## src/rtl/mips_ctrl_defs.sv

```systemverilog
// Shared definitions for the multicycle MIPS control path: state encodings,
// opcode constants and the select encodings also used by the ALU control decoder.
package mips_ctrl_defs;

  typedef enum logic [3:0] {
    S_FETCH   = 4'd0,
    S_DECODE  = 4'd1,
    S_MEMADR  = 4'd2,
    S_MEMRD   = 4'd3,
    S_MEMWB   = 4'd4,
    S_MEMWR   = 4'd5,
    S_EXEC    = 4'd6,
    S_ALUWB   = 4'd7,
    S_BRANCH  = 4'd8,
    S_JUMP    = 4'd9,
    S_ADDI_EX = 4'd10,
    S_ADDI_WB = 4'd11,
    S_JR      = 4'd12
  } state_e;

  localparam logic [5:0] OP_RTYPE = 6'b000000;
  localparam logic [5:0] OP_LW    = 6'b100011;
  localparam logic [5:0] OP_SW    = 6'b101011;
  localparam logic [5:0] OP_BEQ   = 6'b000100;
  localparam logic [5:0] OP_J     = 6'b000010;
  localparam logic [5:0] OP_ADDI  = 6'b001000;
  localparam logic [5:0] FUNCT_JR = 6'b001000;

  localparam logic [1:0] ALU_OP_ADD   = 2'b00;
  localparam logic [1:0] ALU_OP_SUB   = 2'b01;
  localparam logic [1:0] ALU_OP_FUNCT = 2'b10;

  localparam logic [1:0] SRC_B_REG     = 2'b00;
  localparam logic [1:0] SRC_B_FOUR    = 2'b01;
  localparam logic [1:0] SRC_B_IMM     = 2'b10;
  localparam logic [1:0] SRC_B_IMM_SH2 = 2'b11;

  localparam logic [1:0] PC_SRC_ALU    = 2'b00;
  localparam logic [1:0] PC_SRC_ALUOUT = 2'b01;
  localparam logic [1:0] PC_SRC_JUMP   = 2'b10;
  localparam logic [1:0] PC_SRC_REG_A  = 2'b11;

  typedef struct packed {
    logic       mem_read;
    logic       iord;
    logic       alu_src_a;
    logic [1:0] alu_src_b;
    logic [1:0] alu_op;
    logic [1:0] pc_source;
    logic       mem_to_reg;
    logic       reg_dst;
  } sel_t;

  // Datapath selects depend only on the state, so they can be decoded ahead of time.
  function automatic sel_t decode_sel(input state_e s);
    sel_t r;
    r = '0;
    case (s)
      S_FETCH: begin
        r.mem_read  = 1'b1;
        r.alu_src_b = SRC_B_FOUR;
        r.alu_op    = ALU_OP_ADD;
        r.pc_source = PC_SRC_ALU;
      end
      S_DECODE: begin
        r.alu_src_b = SRC_B_IMM_SH2;
        r.alu_op    = ALU_OP_ADD;
      end
      S_MEMADR, S_ADDI_EX: begin
        r.alu_src_a = 1'b1;
        r.alu_src_b = SRC_B_IMM;
        r.alu_op    = ALU_OP_ADD;
      end
      S_MEMRD: begin
        r.mem_read = 1'b1;
        r.iord     = 1'b1;
      end
      S_MEMWB:  r.mem_to_reg = 1'b1;
      S_MEMWR:  r.iord       = 1'b1;
      S_EXEC: begin
        r.alu_src_a = 1'b1;
        r.alu_src_b = SRC_B_REG;
        r.alu_op    = ALU_OP_FUNCT;
      end
      S_ALUWB:  r.reg_dst = 1'b1;
      S_BRANCH: begin
        r.alu_src_a = 1'b1;
        r.alu_src_b = SRC_B_REG;
        r.alu_op    = ALU_OP_SUB;
        r.pc_source = PC_SRC_ALUOUT;
      end
      S_JUMP:   r.pc_source = PC_SRC_JUMP;
      S_JR:     r.pc_source = PC_SRC_REG_A;
      default:  r = '0;
    endcase
    return r;
  endfunction

  function automatic logic is_mem_wait(input state_e s);
    return (s == S_FETCH) || (s == S_MEMRD) || (s == S_MEMWR);
  endfunction

endpackage

```

## src/rtl/mem_wait_timer.sv

```systemverilog
// Counts consecutive stalled cycles in a memory state and flags a timeout
// once the count reaches MEM_TIMEOUT while memory is still not ready.
module mem_wait_timer
  import mips_ctrl_defs::*;
#(
  parameter int unsigned MEM_TIMEOUT = 15
) (
  input  logic clk,
  input  logic reset,
  input  logic waiting,
  input  logic mem_ready,
  output logic timeout
);

  localparam logic [3:0] LIMIT = 4'(MEM_TIMEOUT);

  logic [3:0] count_q;
  logic [3:0] count_d;
  logic       stalled;

  // A wait state is only left on mem_ready or a timeout, so clearing on either
  // (or whenever we are not waiting) is the same as clearing on a state change.
  always_comb begin
    stalled = waiting && !mem_ready;
    timeout = stalled && (count_q == LIMIT);
    count_d = 4'd0;
    if (stalled && !timeout) begin
      count_d = count_q + 4'd1;
    end
  end

  always_ff @(posedge clk) begin
    if (reset) begin
      count_q <= 4'd0;
    end else begin
      count_q <= count_d;
    end
  end

endmodule

```

## src/rtl/multicycle_ctrl.sv

```systemverilog
// Multicycle MIPS control FSM: sequences fetch/decode/execute states and drives
// the datapath selects (registered) and write strobes (gated by reset/timeout).
module multicycle_ctrl
  import mips_ctrl_defs::*;
#(
  parameter int unsigned MEM_TIMEOUT = 15
) (
  input  logic       clk,
  input  logic       reset,
  input  logic [5:0] opcode,
  input  logic [5:0] funct,
  input  logic       zero,
  input  logic       mem_ready,
  output logic       pc_write,
  output logic       ir_write,
  output logic       reg_write,
  output logic       mem_read,
  output logic       mem_write,
  output logic       iord,
  output logic       mem_to_reg,
  output logic       reg_dst,
  output logic       alu_src_a,
  output logic [1:0] alu_src_b,
  output logic [1:0] alu_op,
  output logic [1:0] pc_source,
  output logic       illegal_op,
  output logic       bus_err,
  output logic [3:0] state
);

  state_e state_q;
  state_e state_d;
  sel_t   sel_q;
  sel_t   sel_d;
  logic   timeout;
  logic   illegal_d;

  mem_wait_timer #(
    .MEM_TIMEOUT(MEM_TIMEOUT)
  ) u_timer (
    .clk      (clk),
    .reset    (reset),
    .waiting  (is_mem_wait(state_q)),
    .mem_ready(mem_ready),
    .timeout  (timeout)
  );

  always_comb begin
    state_d   = state_q;
    illegal_d = 1'b0;
    case (state_q)
      S_FETCH: begin
        if (timeout)        state_d = S_FETCH;
        else if (mem_ready) state_d = S_DECODE;
      end
      S_DECODE: begin
        case (opcode)
          OP_RTYPE:     state_d = (funct == FUNCT_JR) ? S_JR : S_EXEC;
          OP_LW, OP_SW: state_d = S_MEMADR;
          OP_BEQ:       state_d = S_BRANCH;
          OP_J:         state_d = S_JUMP;
          OP_ADDI:      state_d = S_ADDI_EX;
          default: begin
            state_d   = S_FETCH;
            illegal_d = 1'b1;
          end
        endcase
      end
      S_MEMADR:  state_d = (opcode == OP_SW) ? S_MEMWR : S_MEMRD;
      S_MEMRD: begin
        if (timeout)        state_d = S_FETCH;
        else if (mem_ready) state_d = S_MEMWB;
      end
      S_MEMWR: begin
        if (timeout || mem_ready) state_d = S_FETCH;
      end
      S_EXEC:    state_d = S_ALUWB;
      S_ADDI_EX: state_d = S_ADDI_WB;
      default:   state_d = S_FETCH;
    endcase
    sel_d = decode_sel(state_d);
  end

  always_ff @(posedge clk) begin
    if (reset) begin
      state_q <= S_FETCH;
      sel_q   <= decode_sel(S_FETCH);
    end else begin
      state_q <= state_d;
      sel_q   <= sel_d;
    end
  end

  // Strobes react to this cycle's inputs, so they are decoded from state_q
  // and squashed while reset is high or the memory wait has timed out.
  always_comb begin
    pc_write   = 1'b0;
    ir_write   = 1'b0;
    reg_write  = 1'b0;
    mem_write  = 1'b0;
    illegal_op = 1'b0;
    bus_err    = 1'b0;
    if (!reset) begin
      case (state_q)
        S_FETCH: begin
          pc_write = mem_ready && !timeout;
          ir_write = mem_ready && !timeout;
        end
        S_MEMWR:                       mem_write = !timeout;
        S_MEMWB, S_ALUWB, S_ADDI_WB:   reg_write = 1'b1;
        S_BRANCH:                      pc_write  = zero;
        S_JUMP, S_JR:                  pc_write  = 1'b1;
        default:                       pc_write  = 1'b0;
      endcase
      illegal_op = illegal_d;
      bus_err    = timeout;
    end
  end

  assign mem_read   = sel_q.mem_read;
  assign iord       = sel_q.iord;
  assign alu_src_a  = sel_q.alu_src_a;
  assign alu_src_b  = sel_q.alu_src_b;
  assign alu_op     = sel_q.alu_op;
  assign pc_source  = sel_q.pc_source;
  assign mem_to_reg = sel_q.mem_to_reg;
  assign reg_dst    = sel_q.reg_dst;
  assign state      = state_q;

endmodule

```

## config.mk

```make
export PLATFORM = sky130hd
export DESIGN_NAME = multicycle_ctrl
export DESIGN_NICKNAME = d
export VERILOG_FILES = /design/src/rtl/mips_ctrl_defs.sv /design/src/rtl/mem_wait_timer.sv /design/src/rtl/multicycle_ctrl.sv
export SDC_FILE = /design/constraint.sdc
export NUM_CORES = 1
export LEC_CHECK = 0
export ABC_CLOCK_PERIOD_IN_PS = 2150
export CAP_MARGIN = 15
export CORE_MARGIN = 4
export CORE_UTILIZATION = 40
export CTS_CLUSTER_DIAMETER = 40
export DETAILED_ROUTE_END_ITERATION = 7
export GPL_ROUTABILITY_DRIVEN = 0
export PLACE_DENSITY = 0.78
export SLEW_MARGIN = 40
export SYNTH_ARGS = -nofsm -noshare
export SYNTH_HDL_FRONTEND = slang
export SYNTH_SLANG_ARGS = --single-unit
```

## constraint.sdc

```tcl
create_clock -name clk -period 2.15 [get_ports clk]
set_clock_uncertainty 0.15 [all_clocks]
set_input_delay 0.645 -clock clk [delete_from_list [all_inputs] [get_ports clk]]
set_output_delay 0.645 -clock clk [all_outputs]
set_load 0.02 [all_outputs]
```

; ---- Word-level counts from Yosys, hierarchy flattened
; Index checks and enable logic that the tools add are counted.
[word_totals]
register_bits = 19
inputBits = 16
word_cells = 91
[classes]
add_sub_neg = 1
eq_ne = 30
mux = 28
bitwise_logic = 1
reduce_logical = 21
[ops]
columns = op, n
row1 = "equality test 4 bit, second input constant", 10
row2 = case mux 4 bit (5 select lines), 2
row3 = "equality test 4 x 3 -> 1 bit, second input constant", 8
row4 = case mux 4 bit (7 select lines), 1
row5 = 2-to-1 mux 4 bit, 6
row6 = "equality test 4 x 2 -> 1 bit, second input constant", 4
row7 = 2-to-1 mux 1 bit, 16
row8 = "equality test 6 x 4 -> 1 bit, second input constant", 2
row9 = "equality test 6 bit, second input constant", 2
row10 = OR reduction 2 bit, 6
row11 = "equality test 4 x 1 -> 1 bit, second input constant", 2
row12 = logical NOT 4 bit, 2
row13 = "equality test 6 x 2 -> 1 bit, second input constant", 1
row14 = "equality test 6 x 3 -> 1 bit, second input constant", 1
row15 = logical NOT 6 bit, 1
row16 = case mux 2 bit (3 select lines), 1
row17 = OR reduction 6 bit, 1
row18 = "adder 4 x 1 -> 4 bit, second input constant", 1
row19 = logical AND 1 bit, 4
row20 = OR reduction 4 bit, 1
row21 = logical OR 1 bit, 3
row22 = 2-to-1 mux 3 bit, 1
row23 = case mux 1 bit (3 select lines), 1
row24 = OR reduction 3 bit, 1
row25 = other kinds (2), 3

; ---- Depth between registers and ports, before layout
[logic_depth]
depth_word = 11
mapped_depth = 7
ltp_nobuf = 7

; ---- Cells and area by module
; Synthesis repeated with hierarchy kept, for this count alone.
[hier_totals]
hier_cells = 127
area_unflattened_um2 = 1109.8
[modules_own_cells]
columns = mod, n_inst, cells_each, area_per_inst_um2, seq_area_each_um2
row1 = multicycle_ctrl, 1, 111, 943.4, 300.3
row2 = mem_wait_timer, 1, 16, 166.4, 80.1

; ---- Worst setup path after synthesis
; Ideal clock, no wire load.
[synth_path]
path_type = register to output
startpoint = register state_q[0] (netlist: state[0])
endpoint = output pc_write
arrival_ps = 1675
required_ps = 1355
setup_slack_ps = -320
path_stages_with_launch = 5
path_buffers = 1
path_cell_list = dfxtp_1 > clkbuf_1 > nor2_1 > o32a_1 > nor3_1
[synth_between]
elab_chain_len = 9
[synth_lines]
columns = item, line_no
row1 = start: declaration, multicycle_ctrl.sv:31  ; state_e state_q;
row2 = start signal: assignment, multicycle_ctrl.sv:89  ; state_q <= state_d;
row3 = equality test 4 x 2 -> 1 bit or logical NOT 4 bit (tied branches), "mips_ctrl_defs.sv:100, multicycle_ctrl.sv:104"
row4 = logical OR 1 bit (2 in series), mips_ctrl_defs.sv:100  ; return (s == S_FETCH) || (s == S_MEMRD) || (s == S_MEMWR);
row5 = logical AND 1 bit, mem_wait_timer.sv:24  ; stalled = waiting && !mem_ready;
row6 = logical AND 1 bit, mem_wait_timer.sv:25  ; timeout = stalled && (count_q == LIMIT);
row7 = logical NOT 1 bit, multicycle_ctrl.sv:106  ; pc_write = mem_ready && !timeout;
row8 = logical AND 1 bit, multicycle_ctrl.sv:106
row9 = case mux 1 bit (3 select lines) (*), multicycle_ctrl.sv:104  ; case (state_q)
row10 = 2-to-1 mux 1 bit (*), multicycle_ctrl.sv:103  ; if (!reset) begin
row11 = end: declaration, multicycle_ctrl.sv:14  ; output logic pc_write,
; Mark *: on every way between the ends. The rest lies on a longest branch, timed or not.

; ---- Final worst setup path
[layout_path]
startpoint = register state_q[1] (netlist: state[1])
endpoint = output bus_err
[layout_between]
elab_chain_len = 6
[layout_lines]
columns = item, line_no
row1 = equality test 4 x 2 -> 1 bit or logical NOT 4 bit (tied branches), mips_ctrl_defs.sv:100
row2 = logical OR 1 bit, mips_ctrl_defs.sv:100
row3 = logical OR 1 bit (*), mips_ctrl_defs.sv:100
row4 = logical AND 1 bit (*), mem_wait_timer.sv:24
row5 = logical AND 1 bit (*), mem_wait_timer.sv:25
row6 = 2-to-1 mux 1 bit (*), multicycle_ctrl.sv:103
row7 = end: declaration, multicycle_ctrl.sv:27  ; output logic bus_err,
; Marks and branches as above.

==> metrics.csv <==
metric,value,unit
min_path_cells,2,
grt_max_degree,11,
grt_first_pass_wirelength,7.62,mm
status,finished with violations,
diodes,0,
synth_top_flop_cell,dfxtp_1,
ys_types,41,
cts_tree,built,
r2r_cells,9,
vias,1566,
synthTopCellsByArea,"dfxtp_1 36%, nor2_1 6.8%, nor3_1 3.3%, nand3_1 2.9%, nand2_1 2.9%",
critPathLaunchType,flip-flop,
die_w,59.1,µm
finalHoldViolCount,0,
grtUsageTotal,28.9,%
final-setup-viol-count,17,
critPathCaptureType,output port,
dpl_cell_area,1770,µm²
busiest_layer,met2,
pre_cts_ws,-1.01,ns
setup_tns,-3.05,ns
ys_warn_count,0,
rsz0062_at_grt,yes,
finish.instance_area,2300,µm²
cp.required,1.35,ns
core_area,2480,µm²
fill_cells,80,
avgSynthCellArea,8.37,µm²
place.port_buffers,36,
postLayoutCoreUtil,92.9,%
synth_top_area_cell,dfxtp_1,
synth_edf_count,0,
use_met2,49.8,%
num_io_pins,37,
max-clock-path-buffers,2,
synth_area,1050,µm²
ant_nets,0,
worstHoldPathType,reg -> reg,
worstHoldStart,u_timer.count_q[0],
finalNetCount,246,
crit_type,reg -> out,
root_buffer,clkbuf_4,
worst_slack,-0.488,ns
crit_arrival,1.84,ns
wl,5.94,mm
r2r_slack,-0.13,ns
grt-ovfl-total,0,
r2r-end,iord,
slew_violations,0,
first_pass_iters,4,
fin_crit_sh,123,%
crit_fanout,2,
grt_pass1_vias,1537,
hold_buffers,0,
rows,18,
hold-path-endpoint,u_timer.count_q[0],
via_per_inst,6.07,
vdd_drop_max,0.570,mV
syn_to_final_growth,120,%
cts_buffers,3,
antenna_found_initial,0,
die_h,59.1,µm
synthCells,125,
grtUsageMet1,35.0,%
slew_headroom,73.2,%
yosysTopAreaCellShare,36.4,%
wire_per_inst,23.0,µm
powerDensity,341,nW/µm²
max_freq,379,MHz
max-cap-violations,0,
worstMarginPinSlew,0.401,ns
cts.sinks,19,
yosysSeqAreaShare,36.4,%
drc,0,
initial_utilization,42.2,%
syn_nets,142,
ys_ff_latch,19,
htreeDepth,1,
dieArea,3500,µm²
r2r_start,state[0],
drive_gt1_share,55.7,%
min_period,2.64,ns
violations,negative setup slack,
p_total,0.000784,W
clkLatencyLatePin,0.30,ns
dr.first_iter.drc_count,85,
power_leakage,0.985,nW
grt_util_met3,3.70,%
hpwlAfterDp,2.67,mm
cts.clk_slew.worst_paths,0.11,ns
async_reset_ff_share,0,%
## metrics by stage
step                std cells  hold slack, ns
floorplan                 125           0.268
global placement          226           0.346
detailed placement        226           0.363
CTS                       250           0.377
global route              258           0.448
finish                    258           0.439
## cell usage in the layout, fill, tap and decap left out, types with 2 or more instances in the layout
cell type	synthesis	final
or3_4	0	3
clkdlybuf4s50_1	0	13
inv_1	6	6
o21ai_0	4	4
nor2b_4	1	3
clkbuf_4	0	3
o32a_1	2	2
a21oi_2	0	3
nor3_4	0	3
dlygate4sd2_1	0	8
nand2b_1	3	3
nand2_1	8	6
dfxtp_2	0	3
buf_2	0	4
nand2_2	0	2
buf_6	0	20
buf_8	0	2
a211oi_4	0	2
nand3_1	6	6
dfxtp_1	19	15
nand3b_1	2	2
nor2_1	19	15
a21o_1	3	3
nor3_2	0	3
nor2_2	0	3
nor4b_4	1	3
buf_12	0	2
buf_4	0	52
## synthesized netlist by cell type (3+ instances only)
cell,instances
o21ai_0,4
a21o_1,3
nand3_1,6
nand2_1,8
nor2b_1,3
dfxtp_1,19
clkbuf_1,3
nor2_1,19
inv_1,6
a21oi_1,5
nand2b_1,3
nor3_1,7
or3_1,4
## layout make-up
type                            instances  area (µm²)  share of cell area [%]
Timing Repair Buffer                  103         948                    41.2
Multi-Input combinational cell         96         878                    38.2
Sequential cell                        19         388                    16.9
Tap cell                               30        37.5                    1.63
Clock buffer                            4        26.3                    1.14
Inverter                                6        22.5                   0.979
## worst max-delay path by stage
stage / startpoint / to / slack [ns]
6_report: state[1] / bus_err / -0.49
5_1_grt: state[1] / bus_err / -0.51
4_1_cts: state[1] / bus_err / -0.42
3_5_place_dp: opcode[1] / illegal_op / -1.01
3_3_place_gp: mem_ready / pc_write / -0.95
2_1_floorplan: state[2] / bus_err / -0.05
## worst max-delay path, stage by stage (launching register included)
cell,delay [ns]
dfxtp_2,0.36
or3_4,0.37
a211o_1,0.34
or2_4,0.27
nor2_4,0.09
buf_6,0.12
## report_power, final
group,leakage (nW),switching (W),total (W),internal (W)
clock,0.0150,0.000117,0.000189,0.0000723
combinational,0.814,0.000113,0.000235,0.000122
sequential,0.156,0.00000309,0.000360,0.000357
total,0.985,0.000232,0.000784,0.000552
## logic make-up after synthesis
| group | share of synthesized area, % |
|---|---|
| adders and majority gates | 2.15 |
| DFF | 36.4 |
| and+or+nand+nor | 34.3 |
| AOI/OAI and AO/OA | 19.3 |
| muxes | 0.957 |
| xor gates and xnor gates | 3.35 |
| buffers and inverters | 3.59 |
## metal layers
layer	up-vias	routed length, µm
li1	660	-
met1	736	2100
met2	123	2900
met3	47	501
met4	0	443
met5	-	0
## repair_timing
action                                  in CTS  in global routing
pin swaps                                   26                 25
gates resized for setup                    113                 29
setup buffers                               18                 12
endpoints found under the setup margin      24                 21
cloned                                       2                  0
No activity file was read; power rests on OpenSTA's default activity.
